<file path="src/rtl/board_vga_renderer.sv">
// board_vga_renderer
//   Renders a 16x16 Game of Life board onto a 640x480@60Hz VGA port.
//   A pixel-enable divider derives the pixel rate from clk. The board is
//   snapshotted once per frame at the start of vertical blanking, so a
//   frame never shows a mix of two boards.
// Ports
//   clk           system clock
//   reset         asynchronous, active-high reset
//   board_i       live board, bit [row*16+col] = 1 means alive
//   vga_hsync_o   horizontal sync, active low
//   vga_vsync_o   vertical sync, active low
//   vga_r_o/g/b   4-bit colour channels
//   frame_start_o one-clk pulse on the edge that loads the board snapshot
module board_vga_renderer #(
  parameter int unsigned CLK_DIV    = 4,
  parameter int unsigned CELL_SHIFT = 4,
  parameter int unsigned BOARD_X0   = 192,
  parameter int unsigned BOARD_Y0   = 112,
  parameter logic [11:0] ALIVE_RGB  = 12'hFFF,
  parameter logic [11:0] DEAD_RGB   = 12'h222,
  parameter logic [11:0] GRID_RGB   = 12'h444,
  parameter logic [11:0] BG_RGB     = 12'h000,
  parameter bit          GRID_EN    = 1'b1
) (
  input  logic         clk,
  input  logic         reset,
  input  logic [255:0] board_i,
  output logic         vga_hsync_o,
  output logic         vga_vsync_o,
  output logic [3:0]   vga_r_o,
  output logic [3:0]   vga_g_o,
  output logic [3:0]   vga_b_o,
  output logic         frame_start_o
);

  localparam int unsigned CNT_W        = 10;
  localparam int unsigned DIV_W        = (CLK_DIV > 1) ? $clog2(CLK_DIV) : 1;

  localparam int unsigned H_VISIBLE    = 640;
  localparam int unsigned H_SYNC_START = 656;
  localparam int unsigned H_SYNC_END   = 752;
  localparam int unsigned H_TOTAL      = 800;
  localparam int unsigned V_VISIBLE    = 480;
  localparam int unsigned V_SYNC_START = 490;
  localparam int unsigned V_SYNC_END   = 492;
  localparam int unsigned V_TOTAL      = 525;

  localparam int unsigned BOARD_PX     = 16 << CELL_SHIFT;
  localparam int unsigned BOARD_X1     = BOARD_X0 + BOARD_PX;
  localparam int unsigned BOARD_Y1     = BOARD_Y0 + BOARD_PX;
  localparam int unsigned CELL_MASK    = (1 << CELL_SHIFT) - 1;

  logic [DIV_W-1:0] div_cnt;
  logic [CNT_W-1:0] h_cnt;
  logic [CNT_W-1:0] v_cnt;
  logic [255:0]     snapshot;

  logic             pix_tick;
  logic             h_last;
  logic             v_last;
  logic             snap_point;
  logic             hsync_c;
  logic             vsync_c;
  logic             visible;
  logic             in_board;
  logic             on_grid;
  logic [CNT_W-1:0] dx;
  logic [CNT_W-1:0] dy;
  logic [7:0]       cell_idx;
  logic [11:0]      rgb_c;

  // Pixel-rate enable and counter boundaries
  always_comb begin
    pix_tick   = (div_cnt == DIV_W'(CLK_DIV - 1));
    h_last     = (h_cnt == CNT_W'(H_TOTAL - 1));
    v_last     = (v_cnt == CNT_W'(V_TOTAL - 1));
    snap_point = h_last && (v_cnt == CNT_W'(V_VISIBLE - 1));
  end

  // Sync and colour decode of the current (pre-increment) counter position
  always_comb begin
    hsync_c  = !((h_cnt >= CNT_W'(H_SYNC_START)) && (h_cnt < CNT_W'(H_SYNC_END)));
    vsync_c  = !((v_cnt >= CNT_W'(V_SYNC_START)) && (v_cnt < CNT_W'(V_SYNC_END)));
    visible  = (h_cnt < CNT_W'(H_VISIBLE)) && (v_cnt < CNT_W'(V_VISIBLE));
    in_board = (h_cnt >= CNT_W'(BOARD_X0)) && (h_cnt < CNT_W'(BOARD_X1)) &&
               (v_cnt >= CNT_W'(BOARD_Y0)) && (v_cnt < CNT_W'(BOARD_Y1));

    // Offsets only meaningful inside the window; zero elsewhere keeps them from wrapping
    dx = '0;
    dy = '0;
    if (in_board) begin
      dx = h_cnt - CNT_W'(BOARD_X0);
      dy = v_cnt - CNT_W'(BOARD_Y0);
    end

    on_grid  = GRID_EN && (((dx & CNT_W'(CELL_MASK)) == '0) ||
                           ((dy & CNT_W'(CELL_MASK)) == '0));
    cell_idx = {4'(dy >> CELL_SHIFT), 4'(dx >> CELL_SHIFT)};

    rgb_c = 12'h000;
    if (visible) begin
      if (!in_board) begin
        rgb_c = BG_RGB;
      end else if (on_grid) begin
        rgb_c = GRID_RGB;
      end else if (snapshot[cell_idx]) begin
        rgb_c = ALIVE_RGB;
      end else begin
        rgb_c = DEAD_RGB;
      end
    end
  end

  // Divider, raster counters, snapshot and registered outputs
  always_ff @(posedge clk or posedge reset) begin
    if (reset) begin
      div_cnt       <= '0;
      h_cnt         <= '0;
      v_cnt         <= '0;
      snapshot      <= '0;
      vga_hsync_o   <= 1'b1;
      vga_vsync_o   <= 1'b1;
      vga_r_o       <= '0;
      vga_g_o       <= '0;
      vga_b_o       <= '0;
      frame_start_o <= 1'b0;
    end else begin
      div_cnt       <= pix_tick ? '0 : div_cnt + DIV_W'(1);
      frame_start_o <= pix_tick && snap_point;
      if (pix_tick) begin
        vga_hsync_o <= hsync_c;
        vga_vsync_o <= vsync_c;
        vga_r_o     <= rgb_c[11:8];
        vga_g_o     <= rgb_c[7:4];
        vga_b_o     <= rgb_c[3:0];
        if (snap_point) begin
          snapshot <= board_i;
        end
        if (h_last) begin
          h_cnt <= '0;
          v_cnt <= v_last ? '0 : v_cnt + CNT_W'(1);
        end else begin
          h_cnt <= h_cnt + CNT_W'(1);
        end
      end
    end
  end

endmodule

</file>
<file path="config.mk">
export PLATFORM = sky130hd
export DESIGN_NAME = board_vga_renderer
export DESIGN_NICKNAME = d
export VERILOG_FILES = /design/src/rtl/board_vga_renderer.sv
export SDC_FILE = /design/constraint.sdc
export NUM_CORES = 1
export LEC_CHECK = 0
export CELL_PAD_IN_SITES_DETAIL_PLACEMENT = 1
export CELL_PAD_IN_SITES_GLOBAL_PLACEMENT = 2
export CORE_ASPECT_RATIO = 0.6
export CORE_UTILIZATION = 33
export DETAILED_ROUTE_END_ITERATION = 7
export PLACE_DENSITY = 0.88
export SKIP_LAST_GASP = 1
export SLEW_MARGIN = 25
export SYNTH_ARGS = -nofsm -noshare
export SYNTH_HDL_FRONTEND = slang
export SYNTH_SLANG_ARGS = --single-unit
</file>
<file path="constraint.sdc">
create_clock -name clk -period 14.6 [get_ports clk]
set_clock_uncertainty 0.15 [all_clocks]
set_input_delay 1.46 -clock clk [delete_from_list [all_inputs] [get_ports clk]]
set_output_delay 1.46 -clock clk [all_outputs]
set_load 0.005 [all_outputs]
</file>
==> run summary <==
Vias/cell: 5.112
HPWL Detailed: 35,500 µm
Die ar.: 0.04312 mm²
Worst-margin pin slew: 1.060 ns
PortBufs: 272
First-pass GRT wire length: 78,210 µm
# setup viols final: 0
FP Rows: 57
Routability cong.: 0.9053
Share of flip-flops with an asynchronous set or reset: 1.000
Synth area leaders: dfrtp_1, nand2_1, mux4_2
Via count: 12,390
Total area of sequential cells: 0.007118 mm²
Mapped Cells: 1,628
Share of layout cells above drive strength 1: 0.06441
GRT Overall Usage: 0.2379
Reg2reg setup slack: 8.83 ns
Iter 0 DRT Violations: 922
Nets: 2,111
Area leader, netlist: dfrtp_1
Hold worst-path end: div_cnt[0]$_DFF_PP0_
Worst hold start: div_cnt[0]$_DFF_PP0_
Starting Density: 0.3395
Final Hold Viols: 0
CP max stage delay: 0.83 ns
Cts hold-fix bufs: 0
Crit path capture type: flop
Design Power: 1.642 mW
DRC errors left: 0
Fillers: 4,794
Clk root buf: clkbuf_16
Clock sinks: 284
Max-slew violation count: 0
Worst Hold Depth: 1
Syn_nets: 1,899
RSZ-0062 raised after global routing: no
Die X: 267.4 µm
Setup TNS: 0 ns
Min-Delay Path Class: flop to flop
Pre-Repair DR Iteration Count: 5
Top cell type's share of synthesized area: 0.5060
Crit path buffers/inverters: 1
WL final: 50,890 µm
Power density over the cells: 91.19 mW/mm²
Mapped Area: 0.01395 mm²
Seq/Total Area, Yosys: 0.5097
Launch point of the worst reg-to-reg path: h_cnt[6]$_DFFE_PP0P_
Worst reg2reg path depth: 11
Fmax: 0.1734 GHz
Number of global-route vias before repair: 13,230
Clk buf depth: 3
Crit path cell chain: buf_4 > ha_1 > xnor2_1 > nor2_2 > nand3_1 > a221oi_1 > a2111oi_0 > nor4_1 > nor4b_1 > a311oi_1 > a21oi_1
Peak supply drop: 0.07191 mV
Number of synthesized flops with an enable pin: 0
Crit Reg-Reg Endpoint: vga_r_o[2]$_DFFE_PP0P_
GR Overflow Total: 0
Largest delay contributor family on the critical path: simple AND/OR/NAND/NOR gates
Worst-path cell with the longest stage delay: nand3_1
Status: finished clean
CP Class: flop to flop
Routed wire per std cell: 21.00 µm
Largest net degree at the start of global routing: 131
Worst EP required: 14.90 ns
Slew margin rel.: 0.2934
Reg clk slew, reported paths: 0.06 ns
Avg Cell Area, Syn: 8.567 µm²
Post_cts resized: 0
Worst EP arrival: 6.06 ns
Ys Warns: 0
Tmin final: 5.767 ns
Initial antenna violation count: 1
Area Overhead vs Synth: 29.08%
# Max-Cap Violations: 0
TritonCTS buffer count: 29
Synth unique cells: 70
Placeable Area: 0.04108 mm²
Lkg Pwr: 7.264 nW
CTS tree: yes
Post-route clock period utilization: 0.3950
Seq cells post-synth: 284
Worst-path fanout max: 37
# H-tree levels: 1
# Post-CTS Setup Buffers: 0
Io pins: 273
Ant. Diodes: 0
Top FF cell, synth: dfrtp_1
Post-route ant nets: 0
Chip height: 161.2 µm
Clk_lat worst skew: 0.57 ns
Footprint of the multi-input gates: 0.006231 mm²
Startpoint Class: flop
-- placed cells by master (no fill, tap or decap), drive strengths merged, types with 8 or more instances in the layout --
cell / instances
o21ai: 47
clkbuf: 47
or3: 9
mux2: 12
buf: 21
mux2i: 24
nand4: 8
xnor2: 14
dfrtp: 282
a221oi: 10
nor2: 52
nand2: 806
nor3: 19
a211oi: 18
a31oi: 8
ha: 13
mux4: 20
nand3: 20
nor2b: 9
inv: 22
a21oi: 19
clkdlybuf4s50: 272
nor4: 9
-- flip-flops by register name (all words and copies together), names as in the netlist --
signal	flops
vga_vsync_o	1
frame_start_o	1
vga_r_o	3
v_cnt	10
h_cnt	10
snapshot	256
div_cnt	2
vga_hsync_o	1
-- area by class of cell --
class / instances / share of cell area
repair buffers: 293 / 0.1615
well taps: 560 / 0.03892
inverters: 23 / 0.005212
clock buffers: 47 / 0.04795
flip-flops and latches: 284 / 0.3954
multi-input cells: 1209 / 0.3461
clock inverters: 7 / 0.004934
-- per-stage QoR --
stage | setup WS (ns) | area [µm²] | hold WS, ns | util | instances
global placement | 8.566 | 17010 | 0.2644 | 0.4140 | 2368
detailed placement | 9.073 | 17020 | 0.2818 | 0.4143 | 2368
CTS | 9.064 | 17970 | 0.2914 | 0.4375 | 2422
floorplan | 5.158 | 13950 | 0.2531 | - | 1628
global route | 8.724 | 18000 | 0.3124 | 0.4383 | 2423
finish | 8.833 | 18000 | 0.2879 | 0.4383 | 2423
-- power by group --
part           switching, mW  internal (mW)
Clock                  0.327          0.438
Combinational         0.0281         0.0617
Sequential                 0          0.787
-- Yosys cell counts (3+ instances only) --
library cell / count
mux4_2: 20
mux2i_1: 24
o311ai_0: 5
buf_2: 48
dfrtp_1: 282
xnor2_1: 13
or4_1: 3
nor2b_1: 9
a2111oi_0: 6
buf_6: 3
buf_4: 13
o41ai_1: 3
or3_1: 9
nor3_1: 18
o221ai_1: 3
mux2_2: 12
nor4_1: 8
o2111ai_1: 4
a31oi_1: 8
nand2b_1: 4
inv_1: 21
a311oi_1: 7
xor2_1: 4
clkbuf_1: 46
a221o_1: 3
ha_1: 13
a21oi_1: 18
a2111o_1: 5
o22ai_1: 7
o21ai_0: 47
o211ai_1: 3
nand3_1: 20
nand2_1: 805
a211oi_1: 18
a221oi_1: 10
nor2_1: 51
nand4_1: 8
-- kinds of logic after synthesis --
family / synth area share
AO/OA/AOI/OAI: 0.08567
XOR/XNOR: 0.01382
adder cells (fa/ha/maj): 0.01166
buffers and inverters: 0.04575
flip-flops: 0.5097
multiplexers: 0.05921
AND/OR/NAND/NOR: 0.2742
-- worst max-delay path by stage --
stage / slack, ns / startpoint / depth (start not counted) / endpoint
after CTS: 9.06 / h_cnt[6]$_DFFE_PP0P_ / 11 / vga_r_o[2]$_DFFE_PP0P_
after global routing: 8.72 / h_cnt[6]$_DFFE_PP0P_ / 11 / vga_r_o[2]$_DFFE_PP0P_
after global placement: 8.57 / h_cnt[6]$_DFFE_PP0P_ / 11 / vga_r_o[2]$_DFFE_PP0P_
after detailed placement: 9.07 / h_cnt[6]$_DFFE_PP0P_ / 11 / vga_r_o[2]$_DFFE_PP0P_
after floorplan: 5.16 / reset / 1 / div_cnt[0]$_DFF_PP0_
final: 8.83 / h_cnt[6]$_DFFE_PP0P_ / 11 / vga_r_o[2]$_DFFE_PP0P_
-- layer usage --
metal | track usage | routed length [µm] | share of wire | vias to the layer above
met4 | 0.05355 | 1111 | 0.022 | 2
met2 | 0.3560 | 21990 | 0.43 | 332
li1 | - | - | - | 5771
met1 | 0.3508 | 24580 | 0.48 | 6205
met3 | 0.05062 | 3195 | 0.063 | 77
met5 | 0 | 13 | 0.00026 | -
(Power assumes the default switching activity.)
==> RTL edit, RTL diff (same flow settings) <==
The parameter `GRID_EN` goes from 1'b1 to 1'b0.
--- a/src/rtl/board_vga_renderer.sv
+++ b/src/rtl/board_vga_renderer.sv
@@ -20,7 +20,7 @@
   parameter logic [11:0] DEAD_RGB   = 12'h222,
   parameter logic [11:0] GRID_RGB   = 12'h444,
   parameter logic [11:0] BG_RGB     = 12'h000,
-  parameter bit          GRID_EN    = 1'b1
+  parameter bit          GRID_EN    = 1'b0
 ) (
   input  logic         clk,
   input  logic         reset,
Function: no difference found for any inputs over 10 cycles, from zero or initial values and one cycle with reset high; that may be too few to reach the edited logic, so the function may still have changed.
==> RTL edit against the original RTL <==
- area after synthesis fell by 2.3%
- clock power up 2%
- wire length decreased by 11%
- design area decreased by 1.8%
- count of clock-buffer cells in the layout fell by 3
- worst setup slack better by 510 ps
- hold slack is essentially flat
- cell count down 23%
- non-clock buffer count down 9
- combinational power grew 3.3%
- total power increased by 0.75%
- die area fell by 2.2%
- sequential cell count is 1 lower
- largest cell class unchanged
==> RTL edit: results (changes against the original RTL) <==
{| class="wikitable"
! Metric !! Value
|-
| Outcome || complete, no violations
|-
| Vias in the first global route || 11000 (-17%)
|-
| Setup slack of the worst register-to-register path || 9350 ps (+510 ps)
|-
| Synth Instances || 1086 (-33%)
|-
| Synth Net Count || 1357 (-29%)
|-
| Global-route wire length before repair || 69.8 mm (-11%)
|-
| Worst min-delay path endpoint || div_cnt[0]
|-
| Startpoint of the most critical setup path || h_cnt[6]
|-
| R2R Path End || snapshot[208]
|-
| Total Nets Final || 1585 (-25%)
|-
| Worst-case clock buffer depth || 3 (unchanged)
|-
| Number of buffers added on ports || 272 (unchanged)
|-
| Placed cell count || 1813 (-23%)
|-
| Relative slew slack || 36.1% (+6.8 points)
|-
| Post-synthesis async set-or-reset flop share || 100% (unchanged)
|-
| Top area cells in the synthesized netlist || dfrtp_1 (52%), mux2_2 (22%), mux2i_1 (2.1%)
|-
| Post-synth cell types || 73 (+4.3%)
|-
| First DRT Iteration DRCs || 658 (-29%)
|-
| Worst reg-to-reg path cell count || 10 (-1)
|-
| Total track usage || 21.6% (-2.2 points)
|-
| Peak ir drop on the vdd network || 0.0676 mV (-6.0%)
|-
| Total wire length after detailed routing || 45.5 mm (-11%)
|-
| Clock insertion delay at the later pin of the skew report || 580 ps
|-
| Vias/cell || 5.43 (+6.1%)
|-
| CTS buffer count || 30 (+3.4%)
|-
| Portion of the post-synthesis area used by sequential elements || 52.0% (+0.99 points)
|-
| Routability Congestion || 0.875 (-3.3%)
|-
| Pin count of the biggest net entering global routing || 125 (-4.6%)
|-
| Final HPWL DP || 31.6 mm (-11%)
|-
| Number of antenna violations at the first check in global routing || 6 (+5)
|-
| Length of the first detailed-routing pass in iterations || 5 (unchanged)
|-
| Arr. time, crit path || 5550 ps (-510 ps)
|-
| Maximum net fanout on the critical path || 73 (+97%)
|-
| Cell area after placement || 16700 um^2 (-2.0%)
|-
| Post-CTS Resized || 0 (unchanged)
|-
| Library cell used as clock root buffer || clkbuf_16
|-
| Leakage || 0.00771 uW (+6.2%)
|-
| Ratio of cells with drive above 1 in the final layout || 26.2% (+20 points)
|-
| Non-filler cells in the finished layout || 1872 (-23%)
|-
| Top Registers || snapshot: 256 flops, h_cnt: 10 flops, v_cnt: 10 flops
|-
| Synth top cells by count || dfrtp_1 (281), mux2_2 (263), buf_2 (51), nor2_1 (49), nand2_1 (44)
|}
==> RTL edit: cell count changes in the layout (fill, tap and decap cells not counted), sizes merged, moves of 7 or more <==
| cell | before | now |
|---|---|---|
| mux2 | 12 | 263 |
| o221ai | 3 | 24 |
| buf | 21 | 12 |
| a221oi | 10 | 18 |
| o21ai | 47 | 32 |
| a211oi | 18 | 11 |
| and3 | 1 | 8 |
| inv | 22 | 11 |
| mux4 | 20 | 9 |
| nand2 | 806 | 45 |
| a21oi | 19 | 28 |
==> RTL edit: per-stage QoR <==
stage / hold slack [ps] / total power [uW]
finish: 288 / 1650
CTS: 288 / 1670
global placement: 274 / 892
floorplan: 253 / 811
global route: 312 / 1710
detailed placement: 278 / 892
==> RTL edit: power breakdown <==
part | total [uW] | leakage [uW] | switching [uW] | internal [uW]
Combinational | 92.8 | 0.00331 | 31.7 | 61.0
Sequential | 784 | 0.00393 | 0 | 784
Clock | 777 | 0.000470 | 331 | 446
==> RTL edit: critical path, cell delays in order, from the launching register on <==
cell      delay [ps]
dfrtp_2          630
clkinv_1         160
ha_1             190
nand4_1          160
nor3_2           700
nand2_1          150
nor2_1           280
and3_4           590
buf_4            740
buf_4            840
mux2_2           430
==> RTL edit: worst max path at each step <==
stage	endpoint	slack, ps	depth (start not counted)
after floorplan	div_cnt[0]	5190	1
after global placement	snapshot[142]	9460	9
after detailed placement	snapshot[15]	9270	9
after CTS	snapshot[15]	9220	10
after global routing	snapshot[208]	8900	9
final	snapshot[208]	9350	10
==> RTL edit: final cells by class <==
class / count / area [um^2]
fill: 4235 / 22900
sequential: 283 / 7090
multi-input combinational: 703 / 6050
timing repair buffer: 284 / 2820
clock buffer: 44 / 865
tap: 531 / 664
clock inverter: 12 / 126
inverter: 12 / 52.6
antenna: 3 / 7.51
==> RTL edit: logic make-up after synthesis <==
family                     Yosys count  share of synthesized area [%]
and+or+nand+nor                    198                           7.27
muxes                              300                           25.3
DFF                                283                           52.0
buffers and inverters              100                           3.74
adders and majority gates           13                           1.19
AOI/OAI and AO/OA                  175                           9.42
xor gates and xnor gates            17                           1.15
==> RTL edit: per-layer routing <==
metal	GRT usage [%]	routed length, um	vias to the layer above
met5	0	35	-
met4	3.67	760	6
met3	4.45	2740	62
met2	33.7	20300	291
met1	31.2	21700	5311
li1	-	-	4486
